==> config.mk <==
export PLATFORM = sky130hd
export DESIGN_NAME = uart_bus_arbiter_flat
export DESIGN_NICKNAME = d
export VERILOG_FILES = /design/src/rtl/uart_bus_arbiter_pkg.sv /design/src/rtl/uart_bus_arbiter_if.sv /design/src/rtl/uart_bus_arbiter_rr_arbiter2.sv /design/src/rtl/uart_bus_arbiter.sv /design/src/flat_wrapper.sv
export SDC_FILE = /design/constraint.sdc
export NUM_CORES = 1
export LEC_CHECK = 0
export ABC_AREA = 1
export CORE_MARGIN = 2
export CORE_UTILIZATION = 45
export CTS_CLUSTER_SIZE = 12
export DETAILED_ROUTE_END_ITERATION = 10
export GPL_TIMING_DRIVEN = 0
export PLACE_DENSITY = 0.95
export SYNTH_ARGS = -nofsm -noshare
export SYNTH_HDL_FRONTEND = slang
export SYNTH_SLANG_ARGS = --single-unit
==> constraint.sdc <==
create_clock -name clk_i -period 5.7 [get_ports clk_i]
set_clock_uncertainty 0.15 [all_clocks]
set_input_delay 0.57 -clock clk_i [delete_from_list [all_inputs] [get_ports clk_i]]
set_output_delay 0.57 -clock clk_i [all_outputs]
set_load 0.1 [all_outputs]
==> src/rtl/uart_bus_arbiter_pkg.sv <==
// Shared AHB-Lite constants and arbiter FSM state type for the UART bus arbiter.
package uart_ahb_pkg;

  localparam logic [1:0] HTRANS_IDLE   = 2'b00;
  localparam logic [1:0] HTRANS_NONSEQ = 2'b10;
  localparam logic [1:0] HRESP_OKAY    = 2'b00;
  localparam logic [1:0] HRESP_ERROR   = 2'b01;
  localparam logic [2:0] HSIZE_WORD    = 3'b010;

  typedef enum logic [1:0] {
    IDLE = 2'b00,
    ADDR = 2'b01,
    DATA = 2'b10,
    DONE = 2'b11
  } arb_state_t;

  function automatic logic [1:0] port_onehot(input logic idx);
    return idx ? 2'b10 : 2'b01;
  endfunction

endpackage

==> src/rtl/uart_bus_arbiter_if.sv <==
// Requester handshake plus AHB-Lite master signals of the UART bus arbiter.
interface uart_bus_arbiter_if #(
  parameter int unsigned ADDR_W = 32
);
  logic [1:0]          req_valid_i;
  logic [1:0]          req_write_i;
  logic [2*ADDR_W-1:0] req_addr_i;
  logic [63:0]         req_wdata_i;
  logic [1:0]          req_ready_o;
  logic [1:0]          rsp_valid_o;
  logic [31:0]         rsp_rdata_o;
  logic                rsp_err_o;
  logic [ADDR_W-1:0]   HADDR;
  logic                HWRITE;
  logic [1:0]          HTRANS;
  logic [2:0]          HSIZE;
  logic [31:0]         HWDATA;
  logic                HREADY;
  logic [1:0]          HRESP;
  logic [31:0]         HRDATA;
  logic                timeout_o;

  modport master (
    input  req_valid_i, req_write_i, req_addr_i, req_wdata_i,
    input  HREADY, HRESP, HRDATA,
    output req_ready_o, rsp_valid_o, rsp_rdata_o, rsp_err_o,
    output HADDR, HWRITE, HTRANS, HSIZE, HWDATA, timeout_o
  );

  modport slave (
    output req_valid_i, req_write_i, req_addr_i, req_wdata_i,
    output HREADY, HRESP, HRDATA,
    input  req_ready_o, rsp_valid_o, rsp_rdata_o, rsp_err_o,
    input  HADDR, HWRITE, HTRANS, HSIZE, HWDATA, timeout_o
  );
endinterface

==> src/rtl/uart_bus_arbiter_rr_arbiter2.sv <==
// Two-port round-robin grant; the last-granted pointer starts at port 1 so port 0 wins first.
module rr_arbiter2 (
  input  logic       clk_i,
  input  logic       rst_i,
  input  logic [1:0] i_req,
  input  logic       i_en,
  output logic [1:0] o_grant,
  output logic       o_idx
);
  logic r_last;

  always_comb begin
    o_grant = '0;
    o_idx   = 1'b0;
    if (i_en) begin
      unique case (i_req)
        2'b01: begin o_grant = 2'b01; o_idx = 1'b0; end
        2'b10: begin o_grant = 2'b10; o_idx = 1'b1; end
        2'b11: begin
          o_idx   = ~r_last;
          o_grant = r_last ? 2'b01 : 2'b10;
        end
        default: ;
      endcase
    end
  end

  always_ff @(posedge clk_i) begin
    if (rst_i) begin
      r_last <= 1'b1;
    end else if (i_en && (|i_req)) begin
      r_last <= o_idx;
    end
  end
endmodule

==> src/rtl/uart_bus_arbiter.sv <==
// Shares one AHB-Lite slave port between two requesters, one single-beat transfer at a time.
module uart_bus_arbiter
  import uart_ahb_pkg::*;
#(
  parameter int unsigned TIMEOUT_CYC = 1024,
  parameter int unsigned ADDR_W      = 32
) (
  input logic                clk_i,
  input logic                rst_i,
  uart_bus_arbiter_if.master bus
);
  localparam logic [15:0] TO_LAST = 16'(TIMEOUT_CYC - 1);

  arb_state_t        r_state, w_state_nxt;
  logic              r_owner, r_write, r_err, r_timeout;
  logic [ADDR_W-1:0] r_addr;
  logic [31:0]       r_wdata, r_rdata;
  logic [15:0]       r_wait;
  logic [1:0]        w_grant;
  logic              w_grant_idx, w_arb_en, w_timeout_hit;

  assign w_arb_en = (r_state == IDLE) && !rst_i;

  rr_arbiter2 u_arb (
    .clk_i   (clk_i),
    .rst_i   (rst_i),
    .i_req   (bus.req_valid_i),
    .i_en    (w_arb_en),
    .o_grant (w_grant),
    .o_idx   (w_grant_idx)
  );

  // Timeout is judged on the cycle that would be the TIMEOUT_CYC-th low cycle; HREADY=1 there wins.
  always_comb begin
    w_state_nxt   = r_state;
    w_timeout_hit = 1'b0;
    unique case (r_state)
      IDLE: if (|bus.req_valid_i) w_state_nxt = ADDR;
      ADDR: w_state_nxt = DATA;
      DATA: begin
        if (bus.HREADY) begin
          w_state_nxt = DONE;
        end else if (r_wait == TO_LAST) begin
          w_state_nxt   = DONE;
          w_timeout_hit = 1'b1;
        end
      end
      DONE: w_state_nxt = IDLE;
      default: w_state_nxt = IDLE;
    endcase
  end

  always_comb begin
    bus.req_ready_o = w_grant;
    bus.HTRANS      = (r_state == ADDR) ? HTRANS_NONSEQ : HTRANS_IDLE;
    bus.HADDR       = r_addr;
    bus.HWRITE      = r_write;
    bus.HSIZE       = HSIZE_WORD;
    bus.HWDATA      = ((r_state == DATA) && r_write) ? r_wdata : '0;
    bus.rsp_valid_o = (r_state == DONE) ? port_onehot(r_owner) : '0;
    bus.rsp_rdata_o = (r_state == DONE) ? r_rdata : '0;
    bus.rsp_err_o   = (r_state == DONE) && r_err;
    bus.timeout_o   = r_timeout;
  end

  always_ff @(posedge clk_i) begin
    if (rst_i) begin
      r_state   <= IDLE;
      r_owner   <= 1'b0;
      r_write   <= 1'b0;
      r_addr    <= '0;
      r_wdata   <= '0;
      r_rdata   <= '0;
      r_err     <= 1'b0;
      r_timeout <= 1'b0;
      r_wait    <= '0;
    end else begin
      r_state <= w_state_nxt;
      unique case (r_state)
        IDLE: begin
          if (|bus.req_valid_i) begin
            r_owner <= w_grant_idx;
            r_write <= bus.req_write_i[w_grant_idx];
            r_addr  <= w_grant_idx ? bus.req_addr_i[2*ADDR_W-1:ADDR_W]
                                   : bus.req_addr_i[ADDR_W-1:0];
            r_wdata <= w_grant_idx ? bus.req_wdata_i[63:32] : bus.req_wdata_i[31:0];
            r_wait  <= '0;
          end
        end
        DATA: begin
          if (bus.HREADY) begin
            r_rdata <= r_write ? '0 : bus.HRDATA;
            r_err   <= (bus.HRESP != HRESP_OKAY);
          end else if (w_timeout_hit) begin
            r_rdata   <= '0;
            r_err     <= 1'b1;
            r_timeout <= 1'b1;
          end else begin
            r_wait <= r_wait + 16'd1;
          end
        end
        default: ;
      endcase
    end
  end
endmodule

==> src/flat_wrapper.sv <==
// flat-port wrapper written by rule: the top's interface ports become plain ports
module uart_bus_arbiter_flat import uart_ahb_pkg::*;
#(
  parameter int unsigned TIMEOUT_CYC = 1024,
  parameter int unsigned ADDR_W      = 32
)
  (clk_i, rst_i, bus_req_valid_i, bus_req_write_i, bus_req_addr_i, bus_req_wdata_i, bus_HREADY, bus_HRESP, bus_HRDATA, bus_req_ready_o, bus_rsp_valid_o, bus_rsp_rdata_o, bus_rsp_err_o, bus_HADDR, bus_HWRITE, bus_HTRANS, bus_HSIZE, bus_HWDATA, bus_timeout_o);
  uart_bus_arbiter_if #(.ADDR_W(ADDR_W)) bus_i ();
  input logic clk_i;
  input logic rst_i;
  input wire logic [$bits(bus_i.req_valid_i)-1:0] bus_req_valid_i;
  input wire logic [$bits(bus_i.req_write_i)-1:0] bus_req_write_i;
  input wire logic [$bits(bus_i.req_addr_i)-1:0] bus_req_addr_i;
  input wire logic [$bits(bus_i.req_wdata_i)-1:0] bus_req_wdata_i;
  input wire logic [$bits(bus_i.HREADY)-1:0] bus_HREADY;
  input wire logic [$bits(bus_i.HRESP)-1:0] bus_HRESP;
  input wire logic [$bits(bus_i.HRDATA)-1:0] bus_HRDATA;
  output wire logic [$bits(bus_i.req_ready_o)-1:0] bus_req_ready_o;
  output wire logic [$bits(bus_i.rsp_valid_o)-1:0] bus_rsp_valid_o;
  output wire logic [$bits(bus_i.rsp_rdata_o)-1:0] bus_rsp_rdata_o;
  output wire logic [$bits(bus_i.rsp_err_o)-1:0] bus_rsp_err_o;
  output wire logic [$bits(bus_i.HADDR)-1:0] bus_HADDR;
  output wire logic [$bits(bus_i.HWRITE)-1:0] bus_HWRITE;
  output wire logic [$bits(bus_i.HTRANS)-1:0] bus_HTRANS;
  output wire logic [$bits(bus_i.HSIZE)-1:0] bus_HSIZE;
  output wire logic [$bits(bus_i.HWDATA)-1:0] bus_HWDATA;
  output wire logic [$bits(bus_i.timeout_o)-1:0] bus_timeout_o;
  assign bus_i.req_valid_i = bus_req_valid_i;
  assign bus_i.req_write_i = bus_req_write_i;
  assign bus_i.req_addr_i = bus_req_addr_i;
  assign bus_i.req_wdata_i = bus_req_wdata_i;
  assign bus_i.HREADY = bus_HREADY;
  assign bus_i.HRESP = bus_HRESP;
  assign bus_i.HRDATA = bus_HRDATA;
  assign bus_req_ready_o = bus_i.req_ready_o;
  assign bus_rsp_valid_o = bus_i.rsp_valid_o;
  assign bus_rsp_rdata_o = bus_i.rsp_rdata_o;
  assign bus_rsp_err_o = bus_i.rsp_err_o;
  assign bus_HADDR = bus_i.HADDR;
  assign bus_HWRITE = bus_i.HWRITE;
  assign bus_HTRANS = bus_i.HTRANS;
  assign bus_HSIZE = bus_i.HSIZE;
  assign bus_HWDATA = bus_i.HWDATA;
  assign bus_timeout_o = bus_i.timeout_o;
  uart_bus_arbiter #(.TIMEOUT_CYC(TIMEOUT_CYC), .ADDR_W(ADDR_W)) u_core (.clk_i(clk_i), .rst_i(rst_i), .bus(bus_i));
endmodule
* Word level (Yosys, flattened, before mapping)
Index checks and enable logic that the tools add are counted.
Widths: inputs -> output; s select.
** Word-level totals
- Bits in registers :: 119
- Latch bits :: 0
- Memory bits (writable) :: 0
- Bits in read-only memories :: 0
- Input port bits :: 169
- Output and inout port bits :: 108
- Word-level logic and storage cells :: 70
- Memories kept :: 0
** Cells by class
- Add/sub/neg operators :: 1
- Multiply operators :: 0
- Divide/modulo/power cells :: 0
- $lt $le $gt $ge :: 1
- Equal/unequal tests :: 11
- Shift-type cells :: 0
- Mux-type cells :: 30
- Bitwise gates (word level) :: 2
- Reduce and logical (&&, ||, !) cells :: 15
** Operators with widths (count)
- $mux 32 :: 7
- $mux 16 :: 3
- $pmux 16 s2 :: 1
- $add 16x1->16 const B :: 1
- $eq 16x10->1 const B :: 1
- $mux 2 :: 8
- $eq 2x2->1 const B :: 4
- $mux 1 :: 8
- $pmux 2 s4 :: 1
- $ne 2x2->1 const B :: 3
- $pmux 2 s3 :: 1
- $reduce_and 2->1 :: 3
- $reduce_bool 2->1 :: 3
- $eq 2x1->1 const B :: 2
- $logic_and 1x1->1 :: 4
- $reduce_and 4->1 :: 1
- $ne 3x2->1 const B :: 1
- $reduce_and 3->1 :: 1
- $logic_not 2->1 :: 1
- $lt 1x2->1 const B :: 1
- $not 1->1 :: 2
- $pmux 1 s2 :: 1
- $reduce_or 2->1 :: 1
- $logic_not 1->1 :: 1

* Logic depth before layout (Yosys ltp)
- Depth in word-level cells :: 7
- Depth in mapped cells :: 11
- Gate-level depth less buffers :: 11

* Modules after synthesis
From an unflattened synthesis, not the netlist that was laid out.
** Unflattened totals
- Cells, all modules :: 944
- Area, all modules :: 6184.7 sq um
** Modules (own cells, without submodules)
- uart_bus_arbiter :: instances 1, cells an instance 929, area an instance 6097.1 sq um, sequential area each 2362.3 sq um
- rr_arbiter2 :: instances 1, cells an instance 15, area an instance 87.6 sq um, sequential area each 20.0 sq um

* Worst setup path before layout
OpenSTA, ideal clock, no wires.
- Path kind :: reg-to-output
- From :: reg u_core.r_write, in the netlist u_core.bus.HWRITE
- To :: out bus_HWDATA[0]
- Arrival time :: 2.729 ns
- Data required time :: 4.980 ns
- Slack :: 2.251 ns
- Cell stages (with the launch flop) :: 4
- Path buffers :: 1
- Cell sequence :: dfxtp_1 > nand2_1 > clkbuf_1 > nor2_1
** Between the ends
- Longest elaborated chain between the ends :: 2
** RTL lines
- start: declaration :: line uart_bus_arbiter.sv:15 : logic r_owner, r_write, r_err, r_timeout;
- start signal: assignment :: line uart_bus_arbiter.sv:83 : r_write <= bus.req_write_i[w_grant_idx];
- $logic_and 1x1->1 :: line uart_bus_arbiter.sv:59 : bus.HWDATA = ((r_state == DATA) && r_write) ? r_wdata : '0;
- $mux 32 :: line uart_bus_arbiter.sv:59
- end: declaration :: line flat_wrapper.sv:26 : output wire logic [$bits(bus_i.HWDATA)-1:0] bus_HWDATA;
No other way between the ends.

* Final worst setup path
- From :: reg u_core.r_state[0]
- To :: out bus_HWDATA[21]
** Between the ends
- Longest elaborated chain between the ends :: 3
** RTL lines
- start: declaration :: line uart_bus_arbiter.sv:14 : arb_state_t r_state, w_state_nxt;
- start signal: assignment :: line uart_bus_arbiter.sv:78 : r_state <= w_state_nxt;
- $eq 2x2->1 :: line uart_bus_arbiter.sv:59
- $logic_and 1x1->1 :: line uart_bus_arbiter.sv:59
- $mux 32 :: line uart_bus_arbiter.sv:59
No other way between the ends.

==> results by group <==
Cells and area
  • Share of cells above drive strength 1: 0.0619
  • Final Util: 0.728
  • Fin nets: ~1.4k
  • Antenna Cells: 0
  • Finished Layout Cells: 1403
  • Post-route cell area: roughly 9600 sq um
  • Area Growth Syn to Fin: 58.1%

Clock tree
  • H-tree depth: 4
  • Hold_buf cts: 0
  • Post-CTS setup buffer count: 0
  • Clock Path Buffers: 2
  • Clk pin slew, worst setup/hold paths: 0.06 ns
  • CTS Buf Count: 17
  • CTS sink cnt: 119
  • Skew-Pair Late Insertion Delay: 0.42 ns
  • TritonCTS clock tree: done
  • Post-CTS sizing: 0
  • Clock Tree Root: clkbuf_16

Pwr
  • Worst VDD drop: 368 uV
  • Combinational Power Share: 0.465
  • Seq pwr share: 0.275
  • Total Power: between 4 and 5 mW
  • Leakage: 4.34 nW
  • Sw Share: 0.466
  • Psw: 1.94 mW
  • Pwr Density: ~430 nW/um^2
  • P_int: about 2.2 mW
  • Clock share of power: 0.260

Worst setup path
  • Crit path DAT: 3.48 ns
  • CP Max Fanout: 10
  • CP required: between 4 and 5 ns
  • CP Capture Type: output port
  • Kind of critical path: reg2out
  • Reg-to-Reg Start: u_core.r_state[0]$_SDFFE_PP0P_
  • Worst Setup SP: u_core.r_state[0]$_SDFFE_PP0P_
  • CP startpoint kind: register

GRT
  • Met2 Track Usage GR: 0.513
  • Gr usage total: 0.288
  • Busiest layer in global routing: met2
  • M1 GR Usage: 0.322
  • Largest net degree at the start of global routing: 17
  • Initial antenna violation count: 0
  • Vias in the first global route: 6928
  • Met3 usage: 0.0708
  • First-pass GRT wire length: 33.3 mm
  • Gr ovfl total: 0

Yosys
  • Synth warn: 0
  • Sequential share of the synthesized area: 0.392
  • Leading area contributor after synthesis: dfxtp_1
  • Yosys top cell area share: 0.392
  • Post-synthesis cell count: about 900
  • Avg Inst Size Synth: 6.59 sq um
  • Synth top area cells: dfxtp_1, nand2_1, nand3_1
  • Synthesized area: 6080 sq um
  • Post-synthesis cell type count: 29
  • Flops & latches, synth: 119

Floorplanning
  • Total die area: 14500 sq um
  • Core area: approximately 13000 sq um
  • Die Height: between 100 and 150 um
  • Initial core utilization: 0.461
  • Top Ports: 277
  • Die W: 120 um
  • Number of placement rows: 42

STA
  • Hold_ws: 0.321 ns
  • Tcrit/Tclk final: 0.737
  • Fmax: 238 MHz
  • Setup ws final: roughly 1.5 ns
  • Final Critical Period: ~4.2 ns
  • RSZ-0062 raised after global routing: no
  • Setup tns final: 0 ns
  • Slew Viols, Final: 0
  • Pin slew with the least headroom to its limit: 1.08 ns
  • Setup violations, final: 0
  • Slew HR: 0.281
  • Fin. Hold Viols: 0

Status
  • Outcome: finished clean

Detailed routing
  • First DRT Iteration DRCs: 419
  • ANT nets after route: 0
  • Final WL: between 20 and 25 mm
  • WL per Instance: 15.0 um
  • Residual DRC: 0
  • Via Count: 7109
  • Via density: 5.07
  • Drt pass-1 iters: 6

Placement
  • Port Buffers: 271
  • RePlAce Congestion: 0.884
  • Worst slack at placement: 1.96 ns
  • Detailed-placement wirelength estimate: 15.5 mm
  • Dpl cells: around 1.4k
  • Placed Area: approximately 9000 sq um

Hold path
  • Hold path start: u_core.bus.timeout_o$_SDFFE_PP0P_
  • HP Class: reg2reg

Run
  • Max Cap Viol: 0
## sequential cells by signal, summed over array words and instances (netlist names)
register and count:
u_core.bus.HWRITE 1, u_core.r_owner 1, u_core.r_wait 16, u_core.bus.timeout_o 1, u_core.r_rdata 32, u_core.bus.HADDR 32
u_core.r_wdata 32, u_core.r_err 1, u_core.u_arb.r_last 1, u_core.r_state 2
## layout make-up
class / instances / area (sq um)
sequential: 119 / 2380
timing repair buffer: 271 / 2710
tap: 176 / 220
multi-input combinational: 583 / 2800
clock buffer: 18 / 429
fill: 969 / 3580
inverter: 159 / 598
buffer: 63 / 303
clock inverter: 14 / 161
## kinds of logic (layout without fill, tap and decap cells)
family          count (synthesis)  count (layout)  share of synthesized area
flops                         119             119                      0.392
xor+xnor                        4               4                    0.00577
buf+inv                       222             525                      0.148
fa+ha+maj                       5               5                     0.0103
simple gates                  440             440                      0.307
other cells                     2               4                    0.00124
compound gates                130             130                      0.136
## final timing paths
kind,to,slack (ns),depth (start not counted)
worst min register to register,u_core.bus.timeout_o$_SDFFE_PP0P_,0.32,2
worst max-delay path,bus_HWDATA[21],1.50,7
worst min-delay path,u_core.bus.timeout_o$_SDFFE_PP0P_,0.32,2
worst max register to register,u_core.bus.HADDR[2]$_SDFFE_PP0P_,3.37,8
## power by group through the flow
stage / sequential, mW / clock (mW) / combinational, mW
2_1_floorplan: 1.70 / 0 / 0.825
4_1_cts: 1.14 / 1.09 / 1.93
3_5_place_dp: 1.15 / 0 / 1.92
6_report: 1.14 / 1.08 / 1.94
5_1_grt: 1.16 / 1.13 / 2.06
3_3_place_gp: 1.14 / 0 / 1.89
## synthesized netlist by cell type, drive strengths merged
library cell    n
o211ai         65
ha              5
conb            2
nand3         116
nand4           6
o21ai          16
nor3b           1
nor3            1
buf            29
a21oi          49
nor2           71
xor2            3
dfxtp         119
nand2         245
xnor2           1
clkbuf         34
clkinv          1
inv           158
## per-layer routing
layer  wire length (um)  up-vias
met5                  0        -
met4                771        0
met3               1620       69
met2              10500      340
met1               8070     3221
li1                   -     3479
## placed cells by master, fill, tap and decap left out, types with 7 or more instances in the layout
cell             Yosys  layout
buf_4                9       9
inv_2                7       7
clkbuf_1            34      35
clkdlybuf4s50_1      0     271
nand2_1            243     243
a21oi_1             46      46
nor2_1              65      65
inv_1              151     151
buf_2               14      14
o211ai_1            65      65
nand3_1            115     115
o21ai_0             10      10
clkbuf_16            0      17
dfxtp_1            119     119
## critical path, stage by stage, from the launching register on
cell and delay, ns:
dfxtp_1 0.33, inv_1 0.11, ha_1 0.23, clkbuf_1 0.41, nand2_1 0.26, clkbuf_1 0.31, nor2_1 0.18, clkdlybuf4s50_1 1.21
(Power assumes the default switching activity.)
